### src/rtl/traffic_request_conditioner_pkg.sv
// Shared traffic definitions: light and walk encodings, debounce counter width
// and a one-hot helper used by the fault monitor.
package traffic_request_conditioner_pkg;

  localparam int CNT_W = 4;

  typedef enum logic [2:0] {
    LIGHT_RED    = 3'b001,
    LIGHT_YELLOW = 3'b010,
    LIGHT_GREEN  = 3'b100
  } light_e;

  typedef enum logic [1:0] {
    WALK_NONE = 2'b00,
    WALK_EW   = 2'b01,
    WALK_NS   = 2'b10,
    WALK_BOTH = 2'b11
  } walk_e;

  // True when exactly one of the three light bits is set.
  function automatic logic is_one_hot3(input logic [2:0] v);
    return (v == LIGHT_RED) || (v == LIGHT_YELLOW) || (v == LIGHT_GREEN);
  endfunction

endpackage

### src/rtl/traffic_request_conditioner_if.sv
// Signal bundle between the traffic light controller and the request
// conditioner. Light inputs are plain vectors so illegal codes reach the
// fault monitor untouched.
interface traffic_request_conditioner_if;
  import traffic_request_conditioner_pkg::*;

  logic       raw_car_ns;
  logic       raw_car_ew;
  logic       raw_ped;
  logic [2:0] light_ns;
  logic [2:0] light_ew;
  logic [1:0] light_ped;
  logic       car_ns;
  logic       car_ew;
  logic       ped;
  logic       fault;

  // Controller/sensor side: drives raw levels and light state.
  modport master (
    output raw_car_ns, raw_car_ew, raw_ped, light_ns, light_ew, light_ped,
    input  car_ns, car_ew, ped, fault
  );

  // Conditioner side.
  modport slave (
    input  raw_car_ns, raw_car_ew, raw_ped, light_ns, light_ew, light_ped,
    output car_ns, car_ew, ped, fault
  );

endinterface

### src/rtl/traffic_request_conditioner_input_debouncer.sv
// Per-channel conditioner: two-flop synchronizer followed by a stability
// counter that flips the filtered level after DEBOUNCE_CYCLES consecutive
// synchronized samples that disagree with it.
module input_debouncer
  import traffic_request_conditioner_pkg::*;
#(
  parameter int DEBOUNCE_CYCLES = 4
) (
  input  logic clk,
  input  logic rst,
  input  logic raw,
  output logic level
);

  localparam logic [CNT_W-1:0] LAST_CNT = CNT_W'(DEBOUNCE_CYCLES - 1);

  logic             sync_meta;
  logic             sync_q;
  logic [CNT_W-1:0] stable_cnt;

  // Bring the asynchronous level into the clock domain.
  always_ff @(posedge clk) begin
    if (rst) begin
      sync_meta <= 1'b0;
      sync_q    <= 1'b0;
    end else begin
      // NOTE: non-blocking keeps these as two distinct stages; a blocking
      // assignment would make sync_q see raw in the same edge.
      sync_meta <= raw;
      sync_q    <= sync_meta;
    end
  end

  // Count disagreeing samples; the last one flips the level and restarts.
  always_ff @(posedge clk) begin
    if (rst) begin
      stable_cnt <= '0;
      level      <= 1'b0;
    end else if (sync_q == level) begin
      stable_cnt <= '0;
    end else if (stable_cnt == LAST_CNT) begin
      stable_cnt <= '0;
      level      <= ~level;
    end else begin
      stable_cnt <= stable_cnt + CNT_W'(1);
    end
  end

endmodule

### src/rtl/traffic_request_conditioner.sv
// Conditions raw car sensors and the pedestrian button into clean request
// flags for the traffic light controller, and flags illegal light states.
module traffic_request_conditioner
  import traffic_request_conditioner_pkg::*;
#(
  parameter int DEBOUNCE_CYCLES = 4
) (
  input logic                          clk,
  input logic                          rst,
  traffic_request_conditioner_if.slave bus
);

  logic filt_ns;
  logic filt_ew;
  logic filt_ped;
  logic filt_ped_q;
  logic ped_rise;
  logic illegal_lights;
  logic car_ns_q;
  logic car_ew_q;
  logic ped_q;
  logic fault_q;

  input_debouncer #(.DEBOUNCE_CYCLES(DEBOUNCE_CYCLES)) u_deb_ns (
    .clk   (clk),
    .rst   (rst),
    .raw   (bus.raw_car_ns),
    .level (filt_ns)
  );

  input_debouncer #(.DEBOUNCE_CYCLES(DEBOUNCE_CYCLES)) u_deb_ew (
    .clk   (clk),
    .rst   (rst),
    .raw   (bus.raw_car_ew),
    .level (filt_ew)
  );

  input_debouncer #(.DEBOUNCE_CYCLES(DEBOUNCE_CYCLES)) u_deb_ped (
    .clk   (clk),
    .rst   (rst),
    .raw   (bus.raw_ped),
    .level (filt_ped)
  );

  // A held button must yield one request, so only the press edge counts.
  assign ped_rise = filt_ped & ~filt_ped_q;

  // Detect light combinations the controller must never produce.
  always_comb begin
    // NOTE: default first so every path assigns it and no latch is inferred.
    illegal_lights = 1'b0;
    if (!is_one_hot3(bus.light_ns) || !is_one_hot3(bus.light_ew)) begin
      illegal_lights = 1'b1;
    end else if ((bus.light_ns != LIGHT_RED) && (bus.light_ew != LIGHT_RED)) begin
      illegal_lights = 1'b1;
    end
  end

  // Request registers: serving the direction (or walk) clears, clear wins.
  always_ff @(posedge clk) begin
    if (rst) begin
      car_ns_q   <= 1'b0;
      car_ew_q   <= 1'b0;
      ped_q      <= 1'b0;
      filt_ped_q <= 1'b0;
    end else begin
      if (bus.light_ns == LIGHT_GREEN) begin
        car_ns_q <= 1'b0;
      end else if (filt_ns) begin
        car_ns_q <= 1'b1;
      end

      if (bus.light_ew == LIGHT_GREEN) begin
        car_ew_q <= 1'b0;
      end else if (filt_ew) begin
        car_ew_q <= 1'b1;
      end

      if (bus.light_ped == WALK_BOTH) begin
        ped_q <= 1'b0;
      end else if (ped_rise) begin
        ped_q <= 1'b1;
      end

      filt_ped_q <= filt_ped;
    end
  end

  // Sticky fault flag; only reset clears it, and it never gates requests.
  always_ff @(posedge clk) begin
    if (rst) begin
      fault_q <= 1'b0;
    end else if (illegal_lights) begin
      fault_q <= 1'b1;
    end
  end

  assign bus.car_ns = car_ns_q;
  assign bus.car_ew = car_ew_q;
  assign bus.ped    = ped_q;
  assign bus.fault  = fault_q;

endmodule

### src/flat_wrapper.sv
// flat-port wrapper written by rule: the top's interface ports become plain ports
module traffic_request_conditioner_flat import traffic_request_conditioner_pkg::*;
#(
  parameter int DEBOUNCE_CYCLES = 4
)
  (clk, rst, bus_raw_car_ns, bus_raw_car_ew, bus_raw_ped, bus_light_ns, bus_light_ew, bus_light_ped, bus_car_ns, bus_car_ew, bus_ped, bus_fault);
  traffic_request_conditioner_if bus_i ();
  input logic clk;
  input logic rst;
  input wire logic [$bits(bus_i.raw_car_ns)-1:0] bus_raw_car_ns;
  input wire logic [$bits(bus_i.raw_car_ew)-1:0] bus_raw_car_ew;
  input wire logic [$bits(bus_i.raw_ped)-1:0] bus_raw_ped;
  input wire logic [$bits(bus_i.light_ns)-1:0] bus_light_ns;
  input wire logic [$bits(bus_i.light_ew)-1:0] bus_light_ew;
  input wire logic [$bits(bus_i.light_ped)-1:0] bus_light_ped;
  output wire logic [$bits(bus_i.car_ns)-1:0] bus_car_ns;
  output wire logic [$bits(bus_i.car_ew)-1:0] bus_car_ew;
  output wire logic [$bits(bus_i.ped)-1:0] bus_ped;
  output wire logic [$bits(bus_i.fault)-1:0] bus_fault;
  assign bus_i.raw_car_ns = bus_raw_car_ns;
  assign bus_i.raw_car_ew = bus_raw_car_ew;
  assign bus_i.raw_ped = bus_raw_ped;
  assign bus_i.light_ns = bus_light_ns;
  assign bus_i.light_ew = bus_light_ew;
  assign bus_i.light_ped = bus_light_ped;
  assign bus_car_ns = bus_i.car_ns;
  assign bus_car_ew = bus_i.car_ew;
  assign bus_ped = bus_i.ped;
  assign bus_fault = bus_i.fault;
  traffic_request_conditioner #(.DEBOUNCE_CYCLES(DEBOUNCE_CYCLES)) u_core (.clk(clk), .rst(rst), .bus(bus_i));
endmodule
### config.mk
export PLATFORM = sky130hd
export DESIGN_NAME = traffic_request_conditioner_flat
export DESIGN_NICKNAME = d
export VERILOG_FILES = /design/src/rtl/traffic_request_conditioner_pkg.sv /design/src/rtl/traffic_request_conditioner_if.sv /design/src/rtl/traffic_request_conditioner_input_debouncer.sv /design/src/rtl/traffic_request_conditioner.sv /design/src/flat_wrapper.sv
export SDC_FILE = /design/constraint.sdc
export NUM_CORES = 1
export LEC_CHECK = 0
export CORE_MARGIN = 10
export CORE_UTILIZATION = 45
export DETAILED_ROUTE_END_ITERATION = 16
export PLACE_DENSITY = 0.7
export SLEW_MARGIN = 10
export SYNTH_ARGS = -nofsm -noshare
export SYNTH_HDL_FRONTEND = slang
export SYNTH_SLANG_ARGS = --single-unit
### constraint.sdc
create_clock -name clk -period 1.6 [get_ports clk]
set_clock_uncertainty 0.05 [all_clocks]
set_input_delay 0.32 -clock clk [delete_from_list [all_inputs] [get_ports clk]]
set_output_delay 0.32 -clock clk [all_outputs]
set_load 0.05 [all_outputs]
==> results.toml, run 1 <==
[pwr]
leakagePower_nw = 0.4591
vdd.ir_drop.worst_uv = 612.6
p_per_area_mw_per_mm2 = 812.0

[logic_synthesis]
syn-num-nets = 109
synth_common_cells = "26 x dfxtp_1, 19 x nor2_1, 7 x nor2b_1, 7 x xnor2_1"
netlist_area_um2 = 950.9
yosysTopAreaCellShare_pct = 54.74
synth-async-reset-ratio_pct = 0
ys_seq_elements = 26
synth_edf_count = 0
syn_area_per_cell_um2 = 10.22
synth_flop_cell = "dfxtp_1"
synth.distinct_cells = 20
yosys.area.top_type = "dfxtp_1"
yosysMostFrequentCell = "dfxtp_1"
yosysWarnings = 0
synth_area_leaders = "dfxtp_1 55%, nor2_1 7.5%, xnor2_1 6.4%, nor2b_1 4.6%, ha_1 3.9%"
synthCells = 93
ys_seq_area_share_pct = 54.74

[die]
start_util_pct = 47.98
row_count = 16
dieArea_mm2 = 0.004352
die_y_um = 65.97
core_area_mm2 = 0.001982
ioPinCount = 17
die_width_um = 65.97

[clocking]
cts_buffers = 3
clk_pin_slew_ns = 0.12
cts_tree = "built"
postCtsHoldBufs = 0
cts_buffer_depth = 2
cts_root_buf = "clkbuf_4"
clk_latency_ns = 0.30
cts_sinks = 26
postCtsSetupBuffers = 0
cts_resized = 0
cts-htree-levels = 1

[drt]
vias_per_cell = 4.577
first_pass_iters = 2
ant_nets = 0
drc = 0
vias = 650
wl_per_cell_um = 10.51
initialDrtViolationCount = 18
wirelength_mm = 1.492

[hold_path]
holdPathStages = 1
hold_path.class = "flip-flop to flip-flop"

[sta]
period_share_pct = 85.09
fmax_mhz = 734.5
relSlewSlack_pct = 78.76
hold_violations = 0
setup_tns_ns = 0
rsz0062_at_grt = "no"
period_needed_ns = 1.361
setup_viol = 0
holdWs_ns = 0.4000
drv_slew = 0
tightest_slew_ns = 0.3180

[place]
place_congestion = 0.6857
io_buffers = 16
placed_cells = 139
place_area_mm2 = 0.001211
hpwl_mm = 1.213

[setup_path]
path_class = "flip-flop to flip-flop"
worstRegToRegCells = 4
end_kind = "flip-flop"
cp.required_ns = 1.80
start_kind = "flip-flop"
crit_arrival_ns = 1.56
crit_fanout = 4

[layout]
syn_to_final_growth_pct = 29.74
largestRegisters = "u_core.u_deb_ew.stable_cnt (4), u_core.u_deb_ns.stable_cnt (4), u_core.u_deb_ped.stable_cnt (4)"
final_area_mm2 = 0.001234
fillers = 170
layout.nets = 133
multiInputGateArea_um2 = 411.6
final_layout_size_suffix_gt1_share_pct = 10.43
final_cell_count_no_fill = 142
diodes = 0
finalCoreUtilization_pct = 62.25
regArea_um2 = 520.5

[grt]
gr-total-overflow = 0
grt_usage_pct = 7.256
grt_pass1_wl_mm = 2.477
grt_max_degree = 14
grt_pass1_vias = 608
grt_antenna_before_repair = 0

[status]
status = "finished, final reports clean"

[job]
maxCapViolCount = 0
[logic make-up after synthesis]
kind of cell | count (synthesis) | share of synthesized area (%)
compound gates | 6 | 4.473
buf+inv | 5 | 1.973
simple gates | 39 | 21.58
mux | 3 | 3.158
flops | 26 | 54.74
xor+xnor | 11 | 10.13
fa+ha+maj | 3 | 3.948
[cells in the final DEF, fill, tap and decap left out]
| cell | count |
|---|---|
| or3_1 | 3 |
| or4b_1 | 1 |
| o211a_1 | 1 |
| clkbuf_4 | 3 |
| xnor2_1 | 7 |
| nor3_2 | 1 |
| nor4b_1 | 1 |
| buf_4 | 4 |
| o21ai_0 | 1 |
| a21oi_1 | 1 |
| nand3_1 | 3 |
| nor2_1 | 19 |
| clkdlybuf4s50_1 | 12 |
| dfxtp_1 | 26 |
| nor3_1 | 1 |
| nor2b_1 | 7 |
| mux2i_1 | 3 |
| xor2_1 | 4 |
| buf_12 | 4 |
| inv_1 | 4 |
| ha_1 | 3 |
| a211oi_1 | 3 |
| nor3b_1 | 3 |
[cell type report]
cell class                      count  share of cell area, %
Multi-Input combinational cell     62                  33.37
Sequential cell                    26                  42.19
Inverter                            4                  1.217
Timing Repair Buffer               20                  18.66
Tap cell                           27                  2.738
Clock buffer                        3                  1.826
[worst max-delay path: stages, from the launching register on]
cell and delay, ns:
dfxtp_1 0.35, ha_1 0.22, nor3b_1 0.16, or3_1 0.41, nor2_1 0.12
[worst paths after layout]
check                                                      to  slack (ns)                          start
worst max-delay path            u_core.u_deb_ew.stable_cnt[3]        0.24  u_core.u_deb_ew.stable_cnt[0]
worst min-delay path                   u_core.u_deb_ns.sync_q        0.40      u_core.u_deb_ns.sync_meta
worst max register to register  u_core.u_deb_ew.stable_cnt[3]        0.24  u_core.u_deb_ew.stable_cnt[0]
worst min register to register         u_core.u_deb_ns.sync_q        0.40      u_core.u_deb_ns.sync_meta
[report_power, final]
group / total [mW] / internal, mW / switching [mW] / leakage [nW]
clock: 0.254 / 0.0878 / 0.166 / 0.0138
combinational: 0.0833 / 0.0516 / 0.0317 / 0.234
sequential: 0.665 / 0.658 / 0.00650 / 0.211
total: 1.00 / 0.798 / 0.204 / 0.459
[metrics by stage]
step | power [mW] | worst slack [ns]
2_1_floorplan | 0.7075 | 0.1666
3_3_place_gp | 0.7621 | -0.03256
3_5_place_dp | 0.7635 | -0.05703
4_1_cts | 1.021 | 0.2297
5_1_grt | 1.055 | 0.1830
6_report | 1.002 | 0.2386
[layer usage]
layer	share of wire, %	up-vias	GRT usage (%)	routed length (um)
met3	9.2	2	4.407	138
met4	0.54	0	4.712	8
li1	-	352	-	-
met1	47	283	7.977	704
met2	43	13	10.27	641
met5	0	-	0	0
Note: power is estimated with default switching activity, not from simulation.
==> inputs of run 2 (changes only) <==
Settings changed: SKIP_LAST_GASP set to 1.
==> results of run 2 <==
The final DEF is identical to that of run 1; final timing and power are the same.
==> inputs of run 3 (changes only) <==
Settings changed: CORE_UTILIZATION 45 to 44, PLACE_DENSITY 0.7 to 0.69.
==> run 3 against run 2 <==
Flip-flop and latch count did not move; sequential share of layout area fell by 0.26 points; design area rose by 0.61%; hold slack improved by 0.0041 ns; core utilization fell by 0.25 points; final cell count rose by 0.70%.
==> results.toml, run 3 (synthesized netlist as in run 1, its figures left out) <==
[sta]
holdWs_ns = 0.4041
drv_slew = 0
tightest_slew_ns = 0.3365
period_share_pct = 86.31
fmax_mhz = 724.1
period_needed_ns = 1.381
relSlewSlack_pct = 77.25
hold_violations = 0
rsz0062_at_grt = "no"
setup_viol = 0

[setup_path]
cp_top_family = "simple AND/OR/NAND/NOR gates"
crit_arrival_ns = 1.58
cp_slowest_cell = "or3_1"
worstRegToRegCells = 4
cp.required_ns = 1.80
end_kind = "flip-flop"
crit_fanout = 4
worstReg2RegStart = "u_core.u_deb_ew.stable_cnt[0]"
start_kind = "flip-flop"
rrSetupSlack_ns = 0.22
slowest_delay_ns = 0.41
crit_path_cell_trace = "ha_1 -> nor3b_1 -> or3_1 -> nor2_1"
path_class = "flip-flop to flip-flop"
r2r-end = "u_core.u_deb_ew.stable_cnt[3]"
crit_buf_inv = 0

[grt]
grt_pass1_wl_mm = 2.925
grt_pass1_vias = 737
grt_max_degree = 14
gr-total-overflow = 0
grt_usage_pct = 8.530
grt_antenna_before_repair = 0

[die]
dieArea_mm2 = 0.004421
die_width_um = 66.49
core_area_mm2 = 0.002002
die_y_um = 66.49
start_util_pct = 47.50
row_count = 16
ioPinCount = 17

[place]
io_buffers = 16
place_area_mm2 = 0.001219
hpwl_mm = 1.369
place_congestion = 0.6393

[pwr]
vdd.ir_drop.worst_uv = 603.8
internal_power_mw = 0.7994
pwr-share-clk_pct = 25.6
total_power_mw = 1.008
switchingPower_mw = 0.2087
p_per_area_mw_per_mm2 = 812.2
swShare_pct = 20.70
pwr-share-seq_pct = 66.0
leakagePower_nw = 0.4639
pwr-share-comb_pct = 8.5

[layout]
fillers = 181
syn_to_final_growth_pct = 30.53
final_layout_size_suffix_gt1_share_pct = 11.21
layout.nets = 134
largestRegisters = "u_core.u_deb_ew.stable_cnt (4), u_core.u_deb_ns.stable_cnt (4), u_core.u_deb_ped.stable_cnt (4)"
layout_commonest_cell = "dfxtp_1"
layout_common_cells = "26 x dfxtp_1, 19 x nor2_1, 12 x clkdlybuf4s50_1"
diodes = 0
final_area_mm2 = 0.001241

[clocking]
clk_pin_slew_ns = 0.12
clk_latency_ns = 0.30
cts_resized = 0
cts_buffers = 3
cts_root_buf = "clkbuf_4"
cts_buffer_depth = 2
postCtsHoldBufs = 0
cts-htree-levels = 1
cts_tree = "built"
postCtsSetupBuffers = 0
cts_sinks = 26

[hold_path]
hold_path.class = "flip-flop to flip-flop"
hold_end = "u_core.u_deb_ns.sync_q"
holdPathStages = 1
worstHoldStart = "u_core.u_deb_ns.sync_meta"

[drt]
first_pass_iters = 3
ant_nets = 0
wirelength_mm = 1.681
wl_per_cell_um = 11.76
vias_per_cell = 4.895
drc = 0
initialDrtViolationCount = 16
vias = 700

[job]
maxCapViolCount = 0

[status]
status = "finished, final reports clean"
[run 3: cell types whose count changed in the layout (fill, tap and decap cells not counted)]
cell,previous run,this run
buf_4,4,5
[run 3: layer usage]
metal	GRT usage (%)	up-vias	wire length [um]
li1	-	356	-
met1	8.213	327	713
met2	15.55	13	861
met3	2.843	4	77
met4	4.712	0	28
met5	0	-	0
[run 3: worst max path at each step]
stage          slack [ns]  cells past startpoint                            end                     startpoint
4_1_cts              0.22                      4  u_core.u_deb_ew.stable_cnt[3]  u_core.u_deb_ew.stable_cnt[0]
2_1_floorplan        0.17                      3               u_core.bus.fault               u_core.bus.fault
3_5_place_dp        -0.07                      4               u_core.bus.fault                bus_light_ew[1]
6_report             0.22                      4  u_core.u_deb_ew.stable_cnt[3]  u_core.u_deb_ew.stable_cnt[0]
3_3_place_gp        -0.02                      4               u_core.bus.fault                bus_light_ew[1]
5_1_grt              0.11                      4  u_core.u_deb_ns.stable_cnt[3]  u_core.u_deb_ns.stable_cnt[0]
[run 3: worst reg2reg max path: stages, from the launching register on]
cell	delay (ns)
dfxtp_1	0.35
ha_1	0.23
nor3b_1	0.16
or3_1	0.41
nor2_1	0.13
[run 3: area by class of cell]
class	count	area (um^2)	share of cell area (%)
timing repair buffer	21	237.7	19.15
clock buffer	3	22.52	1.815
sequential	26	520.5	41.94
multi-input combinational	62	411.6	33.17
inverter	4	15.01	1.210
tap	27	33.78	2.722
[run 3: power by group through the flow]
stage                     registers [mW]  logic, mW  clock network [mW]
after floorplan                    0.683     0.0242                   0
after global placement             0.679     0.0845                   0
after detailed placement           0.679     0.0862                   0
after CTS                          0.665     0.0865               0.267
after global routing               0.667     0.0936               0.285
final                              0.665     0.0854               0.258
[run 3: stage by stage]
stage / setup TNS [ns] / util, % / std cells / setup slack (ns)
after floorplan: 0 / - / 93 / 0.1666
after global placement: -0.02331 / 60.88 / 140 / -0.02331
after detailed placement: -0.07238 / 60.88 / 140 / -0.07238
after CTS: 0 / 62.00 / 143 / 0.2157
after global routing: 0 / 62.00 / 143 / 0.1106
final: 0 / 62.00 / 143 / 0.2190
